`src/rtl/wps_gbx_pkg.sv`:
```
// State encoding and sizing helpers shared by the source gearbox top and its core.
package wps_gbx_pkg;

    typedef enum logic [1:0] {
        IDLE  = 2'd0,
        RUN   = 2'd1,
        FLUSH = 2'd2,
        END   = 2'd3
    } gbx_state_e;

    // Worst-case buffer occupancy: a full beat landing on OUT_W-1 leftover bits.
    function automatic int gbx_buf_w(input int in_w, input int out_w);
        return in_w + out_w - 1;
    endfunction

    function automatic int gbx_cnt_w(input int max_val);
        return $clog2(max_val + 1);
    endfunction

endpackage

```
`src/rtl/wps_gbx_core.sv`:
```
// LSB-first residual gearbox: appends IN_W beats above the fill level and pops OUT_W words from bit 0.
module wps_gbx_core
    import wps_gbx_pkg::*;
#(
    parameter int IN_W   = 256,
    parameter int OUT_W  = 24,
    parameter int BUF_W  = gbx_buf_w(IN_W, OUT_W),
    parameter int FILL_W = gbx_cnt_w(BUF_W)
) (
    input  logic              clk,
    input  logic              rst_n,
    input  logic              clr,
    input  logic              push,
    input  logic [IN_W-1:0]   push_data,
    input  logic              pop,
    output logic [FILL_W-1:0] cnt,
    output logic [OUT_W-1:0]  out_data
);

    logic [BUF_W-1:0]  gbuf_q;
    logic [FILL_W-1:0] cnt_q;

    // Bits at and above cnt_q are always zero, so an append is a plain OR
    // and the low OUT_W bits double as the zero-padded tail word.
    always_ff @(posedge clk or negedge rst_n) begin
        if (!rst_n) begin
            gbuf_q <= '0;
            cnt_q  <= '0;
        end else if (clr) begin
            gbuf_q <= '0;
            cnt_q  <= '0;
        end else if (push) begin
            gbuf_q <= gbuf_q | (BUF_W'(push_data) << cnt_q);
            cnt_q  <= cnt_q + FILL_W'(IN_W);
        end else if (pop) begin
            gbuf_q <= gbuf_q >> OUT_W;
            cnt_q  <= cnt_q - FILL_W'(OUT_W);
        end
    end

    assign cnt      = cnt_q;
    assign out_data = gbuf_q[OUT_W-1:0];

endmodule

```
`src/rtl/wps_src_gearbox.sv`:
```
// N-source read mux with beat counter and job FSM driving the IN_W->OUT_W gearbox core.
// Build option WPS_GBX_TAIL_FLUSH_EN: emit a non-zero job residual as one zero-padded final word.
module wps_src_gearbox
    import wps_gbx_pkg::*;
#(
    parameter int N_SRC = 2,
    parameter int IN_W  = 256,
    parameter int OUT_W = 24,
    parameter int SEL_W = 1,
    parameter int CNT_W = 32
) (
    input  logic                  clk,
    input  logic                  rst_n,
    input  logic                  start,
    input  logic                  abort,
    input  logic [SEL_W-1:0]      src_sel,
    input  logic [CNT_W-1:0]      beat_num,
    output logic                  busy,
    output logic                  done,
    output logic                  sel_err,
    input  logic [N_SRC*IN_W-1:0] src_data,
    input  logic [N_SRC-1:0]      src_valid,
    output logic [N_SRC-1:0]      src_ready,
    output logic [OUT_W-1:0]      out_data,
    output logic                  out_valid,
    input  logic                  out_ready
);

    localparam int BUF_W  = gbx_buf_w(IN_W, OUT_W);
    localparam int FILL_W = gbx_cnt_w(BUF_W);
    localparam logic [FILL_W-1:0] OUT_W_F = FILL_W'(OUT_W);

    gbx_state_e        state_q, state_d;
    logic [SEL_W-1:0]  sel_q;
    logic [CNT_W-1:0]  beats_left_q;
    logic              zero_done_q;
    logic              sel_err_q;

    logic [FILL_W-1:0] cnt;
    logic [IN_W-1:0]   mux_data;
    logic              mux_valid;
    logic              word_ready;
    logic              ready_en;
    logic              in_fire;
    logic              pop;
    logic              clr;
    logic              start_take;
    logic              sel_ok;

    assign start_take = start && !abort && (state_q == IDLE);
    assign sel_ok     = int'(src_sel) < N_SRC;

    always_comb begin
        mux_data  = '0;
        mux_valid = 1'b0;
        for (int s = 0; s < N_SRC; s++) begin
            if (int'(sel_q) == s) begin
                mux_data  = src_data[s*IN_W +: IN_W];
                mux_valid = src_valid[s];
            end
        end
    end

    assign word_ready = (cnt >= OUT_W_F);
    assign ready_en   = (state_q == RUN) && (beats_left_q != '0) && !word_ready;
    assign in_fire    = ready_en && mux_valid;

    always_comb begin
        src_ready = '0;
        for (int s = 0; s < N_SRC; s++) begin
            src_ready[s] = ready_en && (int'(sel_q) == s);
        end
    end

    assign out_valid = ((state_q == RUN) && word_ready) || (state_q == FLUSH);
    assign busy      = (state_q == RUN) || (state_q == FLUSH);
    assign done      = (state_q == END) || zero_done_q;
    assign sel_err   = sel_err_q;

    always_comb begin
        state_d = state_q;
        clr     = 1'b0;
        pop     = 1'b0;
        if (abort) begin
            state_d = IDLE;
            clr     = 1'b1;
        end else begin
            case (state_q)
                IDLE: begin
                    if (start && sel_ok && (beat_num != '0)) begin
                        state_d = RUN;
                    end
                end
                RUN: begin
                    pop = out_valid && out_ready;
                    if ((beats_left_q == '0) && !word_ready) begin
`ifdef WPS_GBX_TAIL_FLUSH_EN
                        if (cnt != '0) begin
                            state_d = FLUSH;
                        end else begin
                            state_d = END;
                        end
`else
                        state_d = END;
`endif
                    end
                end
                FLUSH: begin
                    if (out_ready) begin
                        clr     = 1'b1;
                        state_d = END;
                    end
                end
                END: begin
                    // Leftover residual (no tail flush) is discarded here.
                    clr     = 1'b1;
                    state_d = IDLE;
                end
                default: begin
                    clr     = 1'b1;
                    state_d = IDLE;
                end
            endcase
        end
    end

    always_ff @(posedge clk or negedge rst_n) begin
        if (!rst_n) begin
            state_q      <= IDLE;
            sel_q        <= '0;
            beats_left_q <= '0;
            zero_done_q  <= 1'b0;
            sel_err_q    <= 1'b0;
        end else begin
            state_q     <= state_d;
            zero_done_q <= 1'b0;
            sel_err_q   <= 1'b0;
            if (abort) begin
                beats_left_q <= '0;
            end else if (start_take) begin
                sel_q        <= src_sel;
                beats_left_q <= beat_num;
                sel_err_q    <= !sel_ok;
                zero_done_q  <= sel_ok && (beat_num == '0);
            end else if (in_fire) begin
                beats_left_q <= beats_left_q - CNT_W'(1);
            end
        end
    end

    wps_gbx_core #(
        .IN_W   (IN_W),
        .OUT_W  (OUT_W),
        .BUF_W  (BUF_W),
        .FILL_W (FILL_W)
    ) u_core (
        .clk       (clk),
        .rst_n     (rst_n),
        .clr       (clr),
        .push      (in_fire),
        .push_data (mux_data),
        .pop       (pop),
        .cnt       (cnt),
        .out_data  (out_data)
    );

endmodule

```
`config.mk`:
```
export PLATFORM = sky130hd
export DESIGN_NAME = wps_src_gearbox
export DESIGN_NICKNAME = d
export VERILOG_FILES = /design/src/rtl/wps_gbx_pkg.sv /design/src/rtl/wps_gbx_core.sv /design/src/rtl/wps_src_gearbox.sv
export SDC_FILE = /design/constraint.sdc
export NUM_CORES = 2
export LEC_CHECK = 0
export CAP_MARGIN = 20
export CORE_MARGIN = 1.5
export CORE_UTILIZATION = 50
export CTS_CLUSTER_SIZE = 10
export DETAILED_ROUTE_END_ITERATION = 6
export PLACE_DENSITY = 0.75
export SYNTH_ARGS = -nofsm -noshare
export SYNTH_HDL_FRONTEND = slang
export SYNTH_SLANG_ARGS = --single-unit
```
`constraint.sdc`:
```
create_clock -name clk -period 5.8 [get_ports clk]
set_clock_uncertainty 0.15 [all_clocks]
set_input_delay 1.16 -clock clk [delete_from_list [all_inputs] [get_ports clk]]
set_output_delay 1.16 -clock clk [all_outputs]
set_load 0.02 [all_outputs]
```
Yosys cells after proc, flatten, opt, wreduce, memory -nomap -nowiden
Cells that the tools add are included. W data, S select, Z words.

Flip-flop bits (word level): 324. Input bits: 552.

Equality and inequality tests: 6. Bitwise operators: 3. Shift-type cells: 1. Add/sub/neg operators: 3. Mux-type cells: 23. Reductions and logical operators: 25. Order comparisons: 1.

Operators with widths (count): $mux W279 (3); $or A279 B279 Y279 (1); $shl A256 B9 Y279 (1); $mux W256 (1); $mux W32 (3); $logic_not A32 Y1 (2); $reduce_bool A32 Y1 (2); $sub A32 B1 Y32 const B (1); $mux W9 (3); $logic_and A1 B1 Y1 (11); $add A9 B9 Y9 const B (1); $ge A9 B5 Y1 const B (1); $sub A9 B5 Y9 const B (1); $mux W2 (4); $pmux W2 S4 (1); $mux W1 (7); $ne A3 B2 Y1 const B (2); $reduce_bool A3 Y1 (2); $eq A2 B2 Y1 const B (2); $logic_or A1 B1 Y1 (3); $ne A3 B3 Y1 const B (1); $reduce_and A3 Y1 (1); $eq A2 B1 Y1 const B (1); $logic_not A1 Y1 (2); other kinds (4) (5).

Logic depth before layout (Yosys ltp)
Depth in word-level cells: 9. Mapped depth: 12. Mapped depth without buffers: 8.

Modules after synthesis
A second synthesis with hierarchy kept.

Cells, all modules: 3709. Area, all modules: 37076.8 um^2.

Modules (own cells, without submodules): wps_gbx_core (cells an instance 3130, area each 31403.9 um^2, times used 1); wps_src_gearbox (cells an instance 579, area each 5672.9 um^2, times used 1).

Worst setup path before layout
No wires, ideal clock.

Path type: reg-to-output. Start point: register sel_q. End point: output src_ready[0]. Stages on the path, launching flop included: 8. Data arrival time: 1.940 ns. Slack: 2.550 ns. Data required time: 4.490 ns. Path through: dfrtp_1 buf_4 buf_4 buf_4 buf_4 buf_2 buf_2 nor3_1.

Longest elaborated chain between the ends: 2.

RTL lines: from (decl) (line wps_src_gearbox.sv:34) `logic [SEL_W-1:0] sel_q;`; from (signal assigned) (line wps_src_gearbox.sv:141) `sel_q <= src_sel;`; $not A1 Y1 (line wps_src_gearbox.sv:71) `src_ready[s] = ready_en && (int'(sel_q) == s);`; $logic_and A1 B1 Y1 (line wps_src_gearbox.sv:71); to (decl) (line wps_src_gearbox.sv:23) `output logic [N_SRC-1:0] src_ready,`.

No other way between the ends.

Worst setup path after layout
Start point: register u_core.cnt_q[3] (netlist: u_core.cnt[3]). End point: output src_ready[1].

Longest elaborated chain between the ends: 4.

RTL lines: from (decl) (line wps_gbx_core.sv:21) `logic [FILL_W-1:0] cnt_q;`; from (signal assigned) (line wps_gbx_core.sv:34) `cnt_q <= cnt_q + FILL_W'(IN_W);`; from (signal assigned) (line wps_gbx_core.sv:37) `cnt_q <= cnt_q - FILL_W'(OUT_W);`; $ge A9 B5 Y1 (line wps_src_gearbox.sv:64) `assign word_ready = (cnt >= OUT_W_F);`; $logic_not A1 Y1 (line wps_src_gearbox.sv:65) `assign ready_en = (state_q == RUN) && (beats_left_q != '0) && !word_ready;`; $logic_and A1 B1 Y1 (line wps_src_gearbox.sv:65); $logic_and A1 B1 Y1 (line wps_src_gearbox.sv:71).

No other way between the ends.

==> flow_summary.toml <==
[floorplan]
core_sq_mm = 0.0704
die-height_um = 270
die_w_um = 270
io_pins = 582
die_area_sq_mm = 0.0730
initial_core_util_pct = 50.7
rows = 97

[layout]
synthToLayoutAreaGrowth_pct = 20.6
final_cells = 4832
drive_gt1_share_pct = 24.0
nets = 4412

[pwr]
combPwrFrac_pct = 60.9
pwr_density_cell_mw_per_mm2 = 370
power_switching_share_pct = 50.5
p_int_mw = 7.88
clock_power_share_pct = 16.1
p_sw_mw = 8.04
leakagePower_nw = 15.9
ir_drop_mv = 0.283
power_frac_seq_pct = 23.0
p_total_mw = 15.9

[timing]
rsz0062_at_grt = "false"
slew_headroom_pct = 9.98
setup_viol = 0
finalSetupTns_ps = 0
timing.final.crit_share_pct = 86.4
period_minus_slack_ps = 5010
timing.fmax_mhz = 199
max_slew.worst_pin.slew_ps = 1350
slew_viol_final = 0
hold_viol = 0

[cts]
cts_htree_levels = 2
ctsHoldBuffers = 0
clockRootBuffer = "clkbuf_16"
clock_latency_ps = 610
cts_buffer_depth = 3
cts_tree = "yes"
clkSinkCount = 321
numCtsBuffers = 40
clk_pin_slew_ps = 60
post_cts_resized = 0
post_cts_buffers = 0

[placement]
io_buffers = 580
hpwlAfterDp_um = 159000
place_congestion = 1.11
dp_cells = 4749

[logic_synthesis]
syn-num-nets = 4079
synth.cell_area_sq_mm = 0.0357
seq_area_frac_synth_pct = 22.5
synth_edf_count = 0
async_flop_share_pct = 100
synth_top_flop_cell = "dfrtp_1"
synth.distinct_cells = 87
netlist.area_leader.share_pct = 24.4
synthCells = 3521
netlist_top_cells_area = "mux4_2, dfrtp_1, mux2i_1"
ys_ff_latch = 321
synth_top_area_cell = "mux4_2"
ys.warnings.count = 0
syn_area_per_cell_sq_um = 10.1

[min_path]
hp-class = "reg2reg"

[routing]
avgViaCountPerCell = 8.06
drt_wl_total_um = 209000
num_vias = 38946
drt_iter0_drc = 7658
drc_errors = 13
wl_per_cell_um = 43.3
dr.pass1.iters = 7
antenna_left = 0

[outcome]
violations = "DRC"
outcome = "complete, but fails checks"

[global_route]
antenna_found_initial = 35
grt_max_degree = 180
grt.overflow.total = 0
grt_pass1_wl_um = 286000
track_usage_pct = 55.6
grt_pass1_vias = 36066

[critical_path]
critPathLaunchType = "flip-flop"
crit_fanout = 37
cp.arrival_ps = 3700
crit_type = "reg2out"
crit_required_ps = 4490
crit_path_end_kind = "primary output"

[run]
drv_cap = 0
-- kinds of logic after synthesis --
family                     share of synthesized area [%]
DFF                                                 22.5
xor gates and xnor gates                           0.589
adders and majority gates                          0.210
buffers and inverters                               6.26
other                                             0.0105
AOI/OAI and AO/OA                                   19.9
and+or+nand+nor                                     10.5
muxes                                               40.0
-- stage by stage --
stage	instance area, sq um	hold WS, ps	worst slack [ps]	util, %
2_1_floorplan	35700	295	2550	-
3_3_place_gp	41700	313	1500	59.3
3_5_place_dp	41700	333	1390	59.3
4_1_cts	43000	347	931	61.0
5_1_grt	43000	368	712	61.1
6_report	43100	352	786	61.2
-- synthesized netlist by cell type (52+ instances only) --
library cell	number
a211oi_1	101
a21oi_1	231
a22oi_1	57
a31oi_1	52
buf_2	98
buf_4	100
clkbuf_1	176
dfrtp_1	321
mux2_2	229
mux2i_1	300
mux4_2	387
nand2_1	221
nor2_1	293
nor3_1	95
o21ai_0	163
o221a_2	74
-- registers in the layout (all words and copies together), names as in the netlist --
signal,count
u_core.gbuf_q,279
u_core.cnt,6
zero_done_q,1
state_q,2
beats_left_q,32
sel_q,1
-- power groups by stage --
stage	combinational, mW	clock, mW	sequential, mW
after floorplan	5.59	0	3.28
after global placement	8.92	0	3.62
after detailed placement	8.99	0	3.62
after CTS	9.03	2.52	3.60
after global routing	9.76	2.61	3.70
final	9.70	2.56	3.67
-- cell usage in the layout (no fill, tap or decap), types with 94 or more instances in the layout --
| cell | synthesis | routed |
|---|---|---|
| clkdlybuf4s50_1 | 0 | 579 |
| mux4_2 | 387 | 387 |
| dfrtp_1 | 321 | 315 |
| mux2i_1 | 300 | 300 |
| nor2_1 | 293 | 284 |
| a21oi_1 | 231 | 231 |
| mux2_2 | 229 | 229 |
| nand2_1 | 221 | 220 |
| o21ai_0 | 163 | 161 |
| a211oi_1 | 101 | 100 |
| buf_4 | 100 | 100 |
| nor3_1 | 95 | 94 |
-- layout make-up --
cell class / instances / area [sq um]
fill: 5975 / 27300
multi-input combinational: 2767 / 25500
sequential: 321 / 8050
timing repair buffer: 698 / 6900
tap: 940 / 1180
clock buffer: 48 / 1070
clock inverter: 8 / 145
inverter: 26 / 108
antenna: 24 / 60.1
-- critical path, stage by stage (launching register included) --
cell	delay [ps]
dfrtp_4	750
ha_1	390
nor4_1	430
nand2_1	460
nor3_1	340
clkdlybuf4s50_1	660
-- routing by layer --
metal / up-vias / track usage [%] / share of wire [%]
met5: - / 1.18 / 0.16
met4: 22 / 36.7 / 8.8
met3: 944 / 31.0 / 18
met2: 3934 / 73.5 / 39
met1: 19233 / 68.4 / 35
li1: 14813 / - / -
-- worst paths after layout --
path,startpoint,to,slack [ps],cells past startpoint
setup / recovery,u_core.cnt[3]$_DFFE_PN0P_,src_ready[1],790,5
hold / removal,u_core.gbuf_q[261]$_DFFE_PN0P_,u_core.gbuf_q[261]$_DFFE_PN0P_,350,1
setup reg to reg,u_core.cnt[3]$_DFFE_PN0P_,u_core.gbuf_q[150]$_DFFE_PN0P_,1140,8
hold reg to reg,u_core.gbuf_q[261]$_DFFE_PN0P_,u_core.gbuf_q[261]$_DFFE_PN0P_,350,1
max in group asynchronous,rst_n,u_core.cnt[3]$_DFFE_PN0P_,3750,2
min in group asynchronous,rst_n,beats_left_q[8]$_DFFE_PN0P_,370,1
No activity file was read; power rests on OpenSTA's default activity.
